--- config.mk ---
export PLATFORM = sky130hd
export DESIGN_NAME = dmem_io_bridge
export DESIGN_NICKNAME = d
export VERILOG_FILES = /design/src/rtl/dmem_io_pkg.sv /design/src/rtl/dmem_io_bridge_uart_tx_fifo.sv /design/src/rtl/dmem_io_bridge.sv
export SDC_FILE = /design/constraint.sdc
export NUM_CORES = 1
export LEC_CHECK = 0
export BUFFER_PORTS_ARGS = -buffer_cell sky130_fd_sc_hd__buf_2
export CORE_ASPECT_RATIO = 2
export CORE_MARGIN = 8
export CORE_UTILIZATION = 50
export CTS_BUF_LIST = sky130_fd_sc_hd__clkbuf_8
export DETAILED_ROUTE_END_ITERATION = 10
export GPL_ROUTABILITY_DRIVEN = 0
export PLACE_DENSITY = 0.89
export SYNTH_ARGS = -nofsm -noshare
export SYNTH_HDL_FRONTEND = slang
export SYNTH_SLANG_ARGS = --single-unit
--- constraint.sdc ---
create_clock -name clock -period 3.1 [get_ports clock]
set_clock_uncertainty 0.2 [all_clocks]
set_input_delay 0.155 -clock clock [delete_from_list [all_inputs] [get_ports clock]]
set_output_delay 0.155 -clock clock [all_outputs]
set_load 0.05 [all_outputs]
--- src/rtl/dmem_io_pkg.sv ---
// Shared definitions for the data-memory / MMIO bridge.
// Holds the MMIO select bit, register indices, UART state encoding and the
// UART status word layout, so software-test generators can reuse them.
package dmem_io_pkg;

    localparam int unsigned MMIO_BIT  = 31;
    localparam int unsigned REG_IDX_W = 3;

    localparam logic [REG_IDX_W-1:0] IDX_LED         = 3'd0;
    localparam logic [REG_IDX_W-1:0] IDX_TIMER       = 3'd1;
    localparam logic [REG_IDX_W-1:0] IDX_UART_TX     = 3'd2;
    localparam logic [REG_IDX_W-1:0] IDX_UART_STATUS = 3'd3;
    localparam logic [REG_IDX_W-1:0] IDX_SWITCH      = 3'd4;

    typedef enum logic [1:0] {
        UART_IDLE  = 2'd0,
        UART_START = 2'd1,
        UART_DATA  = 2'd2,
        UART_STOP  = 2'd3
    } uart_state_e;

    // Status word low byte: count[7:4], busy[3], overflow[2], empty[1], full[0]
    typedef struct packed {
        logic [3:0] count;
        logic       busy;
        logic       overflow;
        logic       empty;
        logic       full;
    } uart_status_t;

    // FIFO occupancy clipped to the 4-bit status field
    function automatic logic [3:0] sat_count4(input logic [31:0] c);
        return (c > 32'd15) ? 4'hF : c[3:0];
    endfunction

endpackage

--- src/rtl/dmem_io_bridge_uart_tx_fifo.sv ---
// TX FIFO plus 8N1 serializer.
// Ports: clock/reset; push + push_data enqueue a byte; clear_overflow clears
// the sticky drop flag; full/empty/count/overflow/busy report state; tx is the
// serial line (idle high).
module uart_tx_fifo
    import dmem_io_pkg::*;
#(
    parameter int unsigned CLKS_PER_BIT = 434,
    parameter int unsigned FIFO_DEPTH   = 8,
    parameter int unsigned CNT_W        = 4
) (
    input  logic             clock,
    input  logic             reset,
    input  logic             push,
    input  logic [7:0]       push_data,
    input  logic             clear_overflow,
    output logic             full,
    output logic             empty,
    output logic [CNT_W-1:0] count,
    output logic             overflow,
    output logic             busy,
    output logic             tx
);

    localparam int unsigned PW = $clog2(FIFO_DEPTH);
    localparam int unsigned CW = $clog2(CLKS_PER_BIT);

    logic [7:0]    mem [FIFO_DEPTH];
    logic [PW-1:0] wr_ptr, rd_ptr;
    uart_state_e   state, state_d;
    logic [CW-1:0] clk_cnt, clk_cnt_d;
    logic [2:0]    bit_idx, bit_idx_d;
    logic [7:0]    shreg, shreg_d;
    logic          tx_d;
    logic          pop, push_ok, bit_done;
    logic [CNT_W-1:0] count_d;
    logic          overflow_d;

    assign bit_done = (clk_cnt == CW'(CLKS_PER_BIT - 1));
    // A push into a full FIFO still fits when the head leaves in the same cycle
    assign push_ok  = push & (~full | pop);

    // Serializer next-state; tx is registered so the line never glitches
    always_comb begin
        state_d   = state;
        clk_cnt_d = clk_cnt;
        bit_idx_d = bit_idx;
        shreg_d   = shreg;
        tx_d      = tx;
        pop       = 1'b0;
        unique case (state)
            UART_IDLE: begin
                tx_d = 1'b1;
                if (!empty) begin
                    pop       = 1'b1;
                    shreg_d   = mem[rd_ptr];
                    clk_cnt_d = '0;
                    state_d   = UART_START;
                    tx_d      = 1'b0;
                end
            end
            UART_START: begin
                if (bit_done) begin
                    clk_cnt_d = '0;
                    bit_idx_d = '0;
                    state_d   = UART_DATA;
                    tx_d      = shreg[0];
                end else begin
                    clk_cnt_d = clk_cnt + CW'(1);
                end
            end
            UART_DATA: begin
                if (bit_done) begin
                    clk_cnt_d = '0;
                    if (bit_idx == 3'd7) begin
                        state_d = UART_STOP;
                        tx_d    = 1'b1;
                    end else begin
                        bit_idx_d = bit_idx + 3'd1;
                        shreg_d   = {1'b0, shreg[7:1]};
                        tx_d      = shreg[1];
                    end
                end else begin
                    clk_cnt_d = clk_cnt + CW'(1);
                end
            end
            UART_STOP: begin
                if (bit_done) begin
                    clk_cnt_d = '0;
                    // Chain straight into the next start bit when data is waiting
                    if (!empty) begin
                        pop     = 1'b1;
                        shreg_d = mem[rd_ptr];
                        state_d = UART_START;
                        tx_d    = 1'b0;
                    end else begin
                        state_d = UART_IDLE;
                        tx_d    = 1'b1;
                    end
                end else begin
                    clk_cnt_d = clk_cnt + CW'(1);
                end
            end
            default: state_d = UART_IDLE;
        endcase
    end

    // FIFO occupancy and sticky overflow; a dropped push beats a clear
    always_comb begin
        count_d = count;
        unique case ({push_ok, pop})
            2'b10:   count_d = count + CNT_W'(1);
            2'b01:   count_d = count - CNT_W'(1);
            default: count_d = count;
        endcase
        overflow_d = (overflow & ~clear_overflow) | (push & ~push_ok);
    end

    always_ff @(posedge clock or posedge reset) begin
        if (reset) begin
            state    <= UART_IDLE;
            clk_cnt  <= '0;
            bit_idx  <= '0;
            shreg    <= '0;
            tx       <= 1'b1;
            busy     <= 1'b0;
            wr_ptr   <= '0;
            rd_ptr   <= '0;
            count    <= '0;
            empty    <= 1'b1;
            full     <= 1'b0;
            overflow <= 1'b0;
        end else begin
            state    <= state_d;
            clk_cnt  <= clk_cnt_d;
            bit_idx  <= bit_idx_d;
            shreg    <= shreg_d;
            tx       <= tx_d;
            busy     <= (state_d != UART_IDLE);
            if (push_ok) wr_ptr <= wr_ptr + PW'(1);
            if (pop)     rd_ptr <= rd_ptr + PW'(1);
            count    <= count_d;
            empty    <= (count_d == '0);
            full     <= (count_d == CNT_W'(FIFO_DEPTH));
            overflow <= overflow_d;
        end
    end

    // Storage needs no reset; validity is tracked by the pointers
    always_ff @(posedge clock) begin
        if (push_ok) mem[wr_ptr] <= push_data;
    end

endmodule

--- src/rtl/dmem_io_bridge.sv ---
// Bridge between the processor data-memory port and the data RAM, with an
// MMIO window (LEDs, cycle timer, UART TX + status, synchronized switches).
// Ports: clock/reset; address_dmem/data/wren from the M stage; q_dmem load
// data (combinational); ram_* to the data RAM; switches in, leds and uart_tx out.
module dmem_io_bridge
    import dmem_io_pkg::*;
#(
    parameter int unsigned CLKS_PER_BIT = 434,
    parameter int unsigned FIFO_DEPTH   = 8,
    parameter int unsigned CNT_W        = 4
) (
    input  logic        clock,
    input  logic        reset,
    input  logic [31:0] address_dmem,
    input  logic [31:0] data,
    input  logic        wren,
    output logic [31:0] q_dmem,
    output logic [11:0] ram_address,
    output logic [31:0] ram_data,
    output logic        ram_wren,
    input  logic [31:0] ram_q,
    input  logic [15:0] switches,
    output logic [15:0] leds,
    output logic        uart_tx
);

    logic                 mmio_sel;
    logic [REG_IDX_W-1:0] idx;
    logic                 wr_led, wr_timer, wr_tx, wr_status;
    logic [31:0]          timer;
    logic [15:0]          sw_meta, sw_sync;
    logic                 fifo_full, fifo_empty, fifo_overflow, uart_busy;
    logic [CNT_W-1:0]     fifo_count;
    uart_status_t         status;
    logic                 unused_addr;

    assign mmio_sel    = address_dmem[MMIO_BIT];
    assign idx         = address_dmem[REG_IDX_W-1:0];
    assign unused_addr = ^address_dmem[30:12];

    // RAM passthrough; MMIO stores are masked off the RAM
    assign ram_address = address_dmem[11:0];
    assign ram_data    = data;
    assign ram_wren    = wren & ~mmio_sel;

    assign wr_led    = wren & mmio_sel & (idx == IDX_LED);
    assign wr_timer  = wren & mmio_sel & (idx == IDX_TIMER);
    assign wr_tx     = wren & mmio_sel & (idx == IDX_UART_TX);
    assign wr_status = wren & mmio_sel & (idx == IDX_UART_STATUS);

    // LED register, cycle timer (clear beats increment), switch synchronizer
    always_ff @(posedge clock or posedge reset) begin
        if (reset) begin
            leds    <= '0;
            timer   <= '0;
            sw_meta <= '0;
            sw_sync <= '0;
        end else begin
            if (wr_led) leds <= data[15:0];
            timer   <= wr_timer ? 32'd0 : timer + 32'd1;
            sw_meta <= switches;
            sw_sync <= sw_meta;
        end
    end

    uart_tx_fifo #(
        .CLKS_PER_BIT (CLKS_PER_BIT),
        .FIFO_DEPTH   (FIFO_DEPTH),
        .CNT_W        (CNT_W)
    ) u_uart_tx_fifo (
        .clock          (clock),
        .reset          (reset),
        .push           (wr_tx),
        .push_data      (data[7:0]),
        .clear_overflow (wr_status),
        .full           (fifo_full),
        .empty          (fifo_empty),
        .count          (fifo_count),
        .overflow       (fifo_overflow),
        .busy           (uart_busy),
        .tx             (uart_tx)
    );

    assign status.count    = sat_count4(32'(fifo_count));
    assign status.busy     = uart_busy;
    assign status.overflow = fifo_overflow;
    assign status.empty    = fifo_empty;
    assign status.full     = fifo_full;

    // Load mux: same-cycle, MMIO reads never look at ram_q
    always_comb begin
        q_dmem = 32'd0;
        if (!mmio_sel) begin
            q_dmem = ram_q;
        end else begin
            unique case (idx)
                IDX_LED:         q_dmem = {16'd0, leds};
                IDX_TIMER:       q_dmem = timer;
                IDX_UART_STATUS: q_dmem = {24'd0, status};
                IDX_SWITCH:      q_dmem = {16'd0, sw_sync};
                default:         q_dmem = 32'd0;
            endcase
        end
    end

endmodule

==> impl_summary.log <==
[metrics] main area contributors after synthesis: sky130_fd_sc_hd__dfrtp_1, sky130_fd_sc_hd__edfxtp_1, sky130_fd_sc_hd__mux2_2
[metrics] clock insertion delay at the later pin of the skew report: 0.48 ns
[metrics] Final Hold Vio Count: 0
[metrics] GRT Total Usage: 20.36%
[metrics] first-pass GRT wire length: 35,190 µm
[metrics] die outline height: 204 µm
[metrics] most numerous cell types in the synthesized netlist: sky130_fd_sc_hd__dfrtp_1, sky130_fd_sc_hd__edfxtp_1, sky130_fd_sc_hd__inv_1
[metrics] count of mapped cells out of synthesis: 750
[metrics] via count of the first global-routing pass: 6,604
[metrics] run status: completed
[metrics] detailed placer's ending HPWL: 14,720 µm
[metrics] GRT overflow: 0
[metrics] cell type of the slowest stage on the worst timing path: sky130_fd_sc_hd__dfrtp_1
[metrics] proportion of synthesized flip-flops having asynchronous set or reset: 64.64%
[metrics] total core area: 0.01753 mm²
[metrics] number of buffers inserted during clock tree synthesis: 17
[metrics] setup repair after global routing missed its margin: yes
[metrics] Post-synth EDFFs: 64
[metrics] max-slew headroom at the worst pin: 27.00%
[metrics] worst vdd rail ir drop: 0.0007229 V
[metrics] required arrival time at the worst endpoint: 3.30 ns
[metrics] number of maximum-capacitance constraint violations: 0
[metrics] total nets after synthesis: 880
[metrics] total die area: 0.02244 mm²
[metrics] clock sink count: 181
[metrics] fraction of layout instances using a drive strength above 1: 30.53%
[metrics] Worst-path clk slew: 0.10 ns
[metrics] Main synth FF type: sky130_fd_sc_hd__dfrtp_1
[metrics] total iterations of the first detailed-routing run: 8
[metrics] Syn. warnings: 0
[metrics] total area of sequential cells: 0.004855 mm²
[metrics] Max Transition Viols Final: 0
[metrics] worst reg-to-reg path cell count: 12
[metrics] reported leakage power: 4.542 nW
[metrics] # setup viols final: 0
[metrics] area added between synthesis and finish: 17.50%
[metrics] antenna violations before repair: 1
[metrics] worst endpoint data arrival time: 3.28 ns
[metrics] clock tree from TritonCTS: built
[metrics] PortBufs: 139
[metrics] htree depth: 4
[metrics] PD cells: 711.2 mW/mm²
[metrics] Tcrit/Tclk final: 99.42%
[metrics] top-count cell post-synth: sky130_fd_sc_hd__dfrtp_1
[metrics] critical path's largest stage delay: 0.44 ns
[metrics] critical path endpoint category: flop
[metrics] overall routed net length: 23,220 µm
[metrics] Fin Hold WS: 0.07120 ns
[metrics] kind of start point of the critical path: flop
[metrics] worst path cell trace: inv_2 -> ha_4 -> nor2_4 -> nand4_1 -> a21oi_2 -> inv_2 -> ha_4 -> xor2_1 -> ha_1 -> mux2_4 -> a2111o_1 -> a21boi_2
[metrics] slew at the pin closest to its max-slew limit: 1.093 ns
[metrics] number of top-level pins: 209
[metrics] width of the die: 110 µm
[metrics] cell area after synthesis: 0.008836 mm²
[metrics] number of DRC markers after the initial detailed-route iteration: 501
[metrics] type of the most critical hold path: primary input to flop
[metrics] largest fanout on the critical path: 4
[metrics] Vias per Instance: 5.975
[metrics] count of cell types in the netlist: 60
[metrics] routed length per placed instance: 20.77 µm
[metrics] sequential fraction of the synthesis area: 54.91%
[metrics] Starting Density: 50.42%
[metrics] shortest clock period the worst path allows after layout: 3.082 ns
[metrics] layout net count: 1,021
[metrics] Longest Clk Path Bufs: 2
[metrics] average cell area after synthesis: 11.78 µm²
[metrics] antenna-violating nets left: 0
[metrics] maximum number of pins on one net before global-route repair: 53
[metrics] Worst Hold Depth: 4
[metrics] root cell of the clock tree: sky130_fd_sc_hd__clkbuf_8
[metrics] post-place setup slack: -0.007866 ns
[metrics] total number of vias: 6,680
[metrics] fillers: 1,295
[metrics] FP Rows: 69
[metrics] kind of critical path: flop to flop
[metrics] highest achievable clock rate: 324.5 MHz
[metrics] area used by multi-input combinational logic: 0.003415 mm²
[metrics] flops & latches, synth: 181
[metrics] number of remaining DRC errors: 0
[metrics] top-area cell type share of the netlist area: 32.57%
[metrics] Yosys top cell by area: sky130_fd_sc_hd__dfrtp_1
[metrics] minimum setup slack in the final design: 0.01802 ns
-- worst paths after layout --
check	startpoint	end	slack, ns
min reg2reg	sw_meta[13]$_DFF_PP0_	sw_sync[13]$_DFF_PP0_	0.16
min in group asynchronous	reset	leds[0]$_DFFE_PP0P_	0.30
max	u_uart_tx_fifo.state[1]$_DFF_PP0_	u_uart_tx_fifo.full$_DFF_PP0_	0.02
max reg2reg	u_uart_tx_fifo.state[1]$_DFF_PP0_	u_uart_tx_fifo.full$_DFF_PP0_	0.02
max in group asynchronous	reset	timer[21]$_DFF_PP0_	1.56
min	address_dmem[31]	u_uart_tx_fifo.overflow$_DFF_PP0_	0.07
-- worst max-delay path, delay by kind of cell (launching register included) --
kind | cells | cell delay [ns]
DFF | 1 | 0.44
muxes | 1 | 0.29
xor gates and xnor gates | 1 | 0.16
AOI/OAI and AO/OA | 3 | 0.72
adders and majority gates | 3 | 0.70
buffers and inverters | 2 | 0.20
and+or+nand+nor | 2 | 0.31
-- metrics by stage --
step	setup TNS (ns)	power (mW)	area (µm²)	util (%)	cells
floorplan	0	5.056	8881	-	750
global placement	0	5.440	9492	54.16	1040
detailed placement	-0.007866	5.583	9492	54.16	1040
CTS	0	7.218	10250	58.51	1108
global route	-0.1314	7.720	10380	59.24	1118
finish	0	7.384	10380	59.24	1118
-- layout make-up --
type / instances / area share (%)
Antenna cell: 1 / 0.02410
Clock buffer: 17 / 2.254
Timing Repair Buffer: 200 / 12.08
Multi-Input combinational cell: 443 / 32.89
Sequential cell: 181 / 46.76
Clock inverter: 15 / 1.639
Inverter: 48 / 1.796
Tap cell: 213 / 2.567
-- flip-flops by register name, indices dropped and copies added (netlist names) --
| signal | cells |
|---|---|
| u_uart_tx_fifo.count | 4 |
| u_uart_tx_fifo.overflow | 1 |
| sw_meta | 16 |
| u_uart_tx_fifo.state | 2 |
| u_uart_tx_fifo.clk_cnt | 9 |
| u_uart_tx_fifo.bit_idx | 3 |
| u_uart_tx_fifo.empty | 1 |
| u_uart_tx_fifo.mem | 64 |
| leds | 16 |
| u_uart_tx_fifo.shreg | 8 |
| timer | 32 |
| u_uart_tx_fifo.busy | 1 |
| sw_sync | 16 |
| u_uart_tx_fifo.tx | 1 |
| u_uart_tx_fifo.wr_ptr | 3 |
| u_uart_tx_fifo.full | 1 |
| u_uart_tx_fifo.rd_ptr | 3 |
-- layout by cell type, fill, tap and decap left out, drive strengths merged, types with 4 or more instances in the layout --
master,n
nand3,18
or3,13
nand2b,8
dlygate4sd3,35
clkinv,4
and3,6
o22ai,16
mux2i,31
nand2,43
mux4,16
inv,57
and4b,4
nor4,5
clkbuf,17
nor2b,8
nor3,16
nand4,12
dfrtp,115
edfxtp,64
o21ai,36
nor2,38
a22o,10
mux2,33
a2bb2oi,10
a21oi,25
buf,165
xor2,8
a22oi,8
xnor2,14
ha,15
-- metal layers --
layer	part of all wire, %	global-route usage, %	routed length (µm)	vias up
met2	51	33.58	11780	414
met3	9.6	5.370	2231	74
met1	37	24.86	8530	3220
met4	2.9	7.091	681	0
met5	0	0	0	-
li1	-	-	-	2972
-- kinds of logic (layout without fill, tap and decap cells) --
family,after synthesis,in the layout,share of synthesized area [%]
DFF,181,181,54.91
xor gates and xnor gates,22,22,2.181
other,0,1,0
buffers and inverters,126,280,7.363
muxes,80,80,11.80
AOI/OAI and AO/OA,134,134,9.898
adders and majority gates,15,15,2.124
and+or+nand+nor,192,192,11.73
-- timing repair --
action	4_1_cts	5_1_grt
endpoints found under the hold margin	141	0
endpoints found under the setup margin	2	2
resized for setup	1	15
pin swaps	1	8
buffers inserted	1	9
hold buffers	35	0
-- power by group --
group          leakage [nW]  switching (mW)  internal [mW]
clock network         0.202            1.00          0.621
registers              2.02           0.484           2.83
logic                  2.32            1.35           1.09
total                  4.54            2.84           4.55
Note: power is estimated with default switching activity, not from simulation.
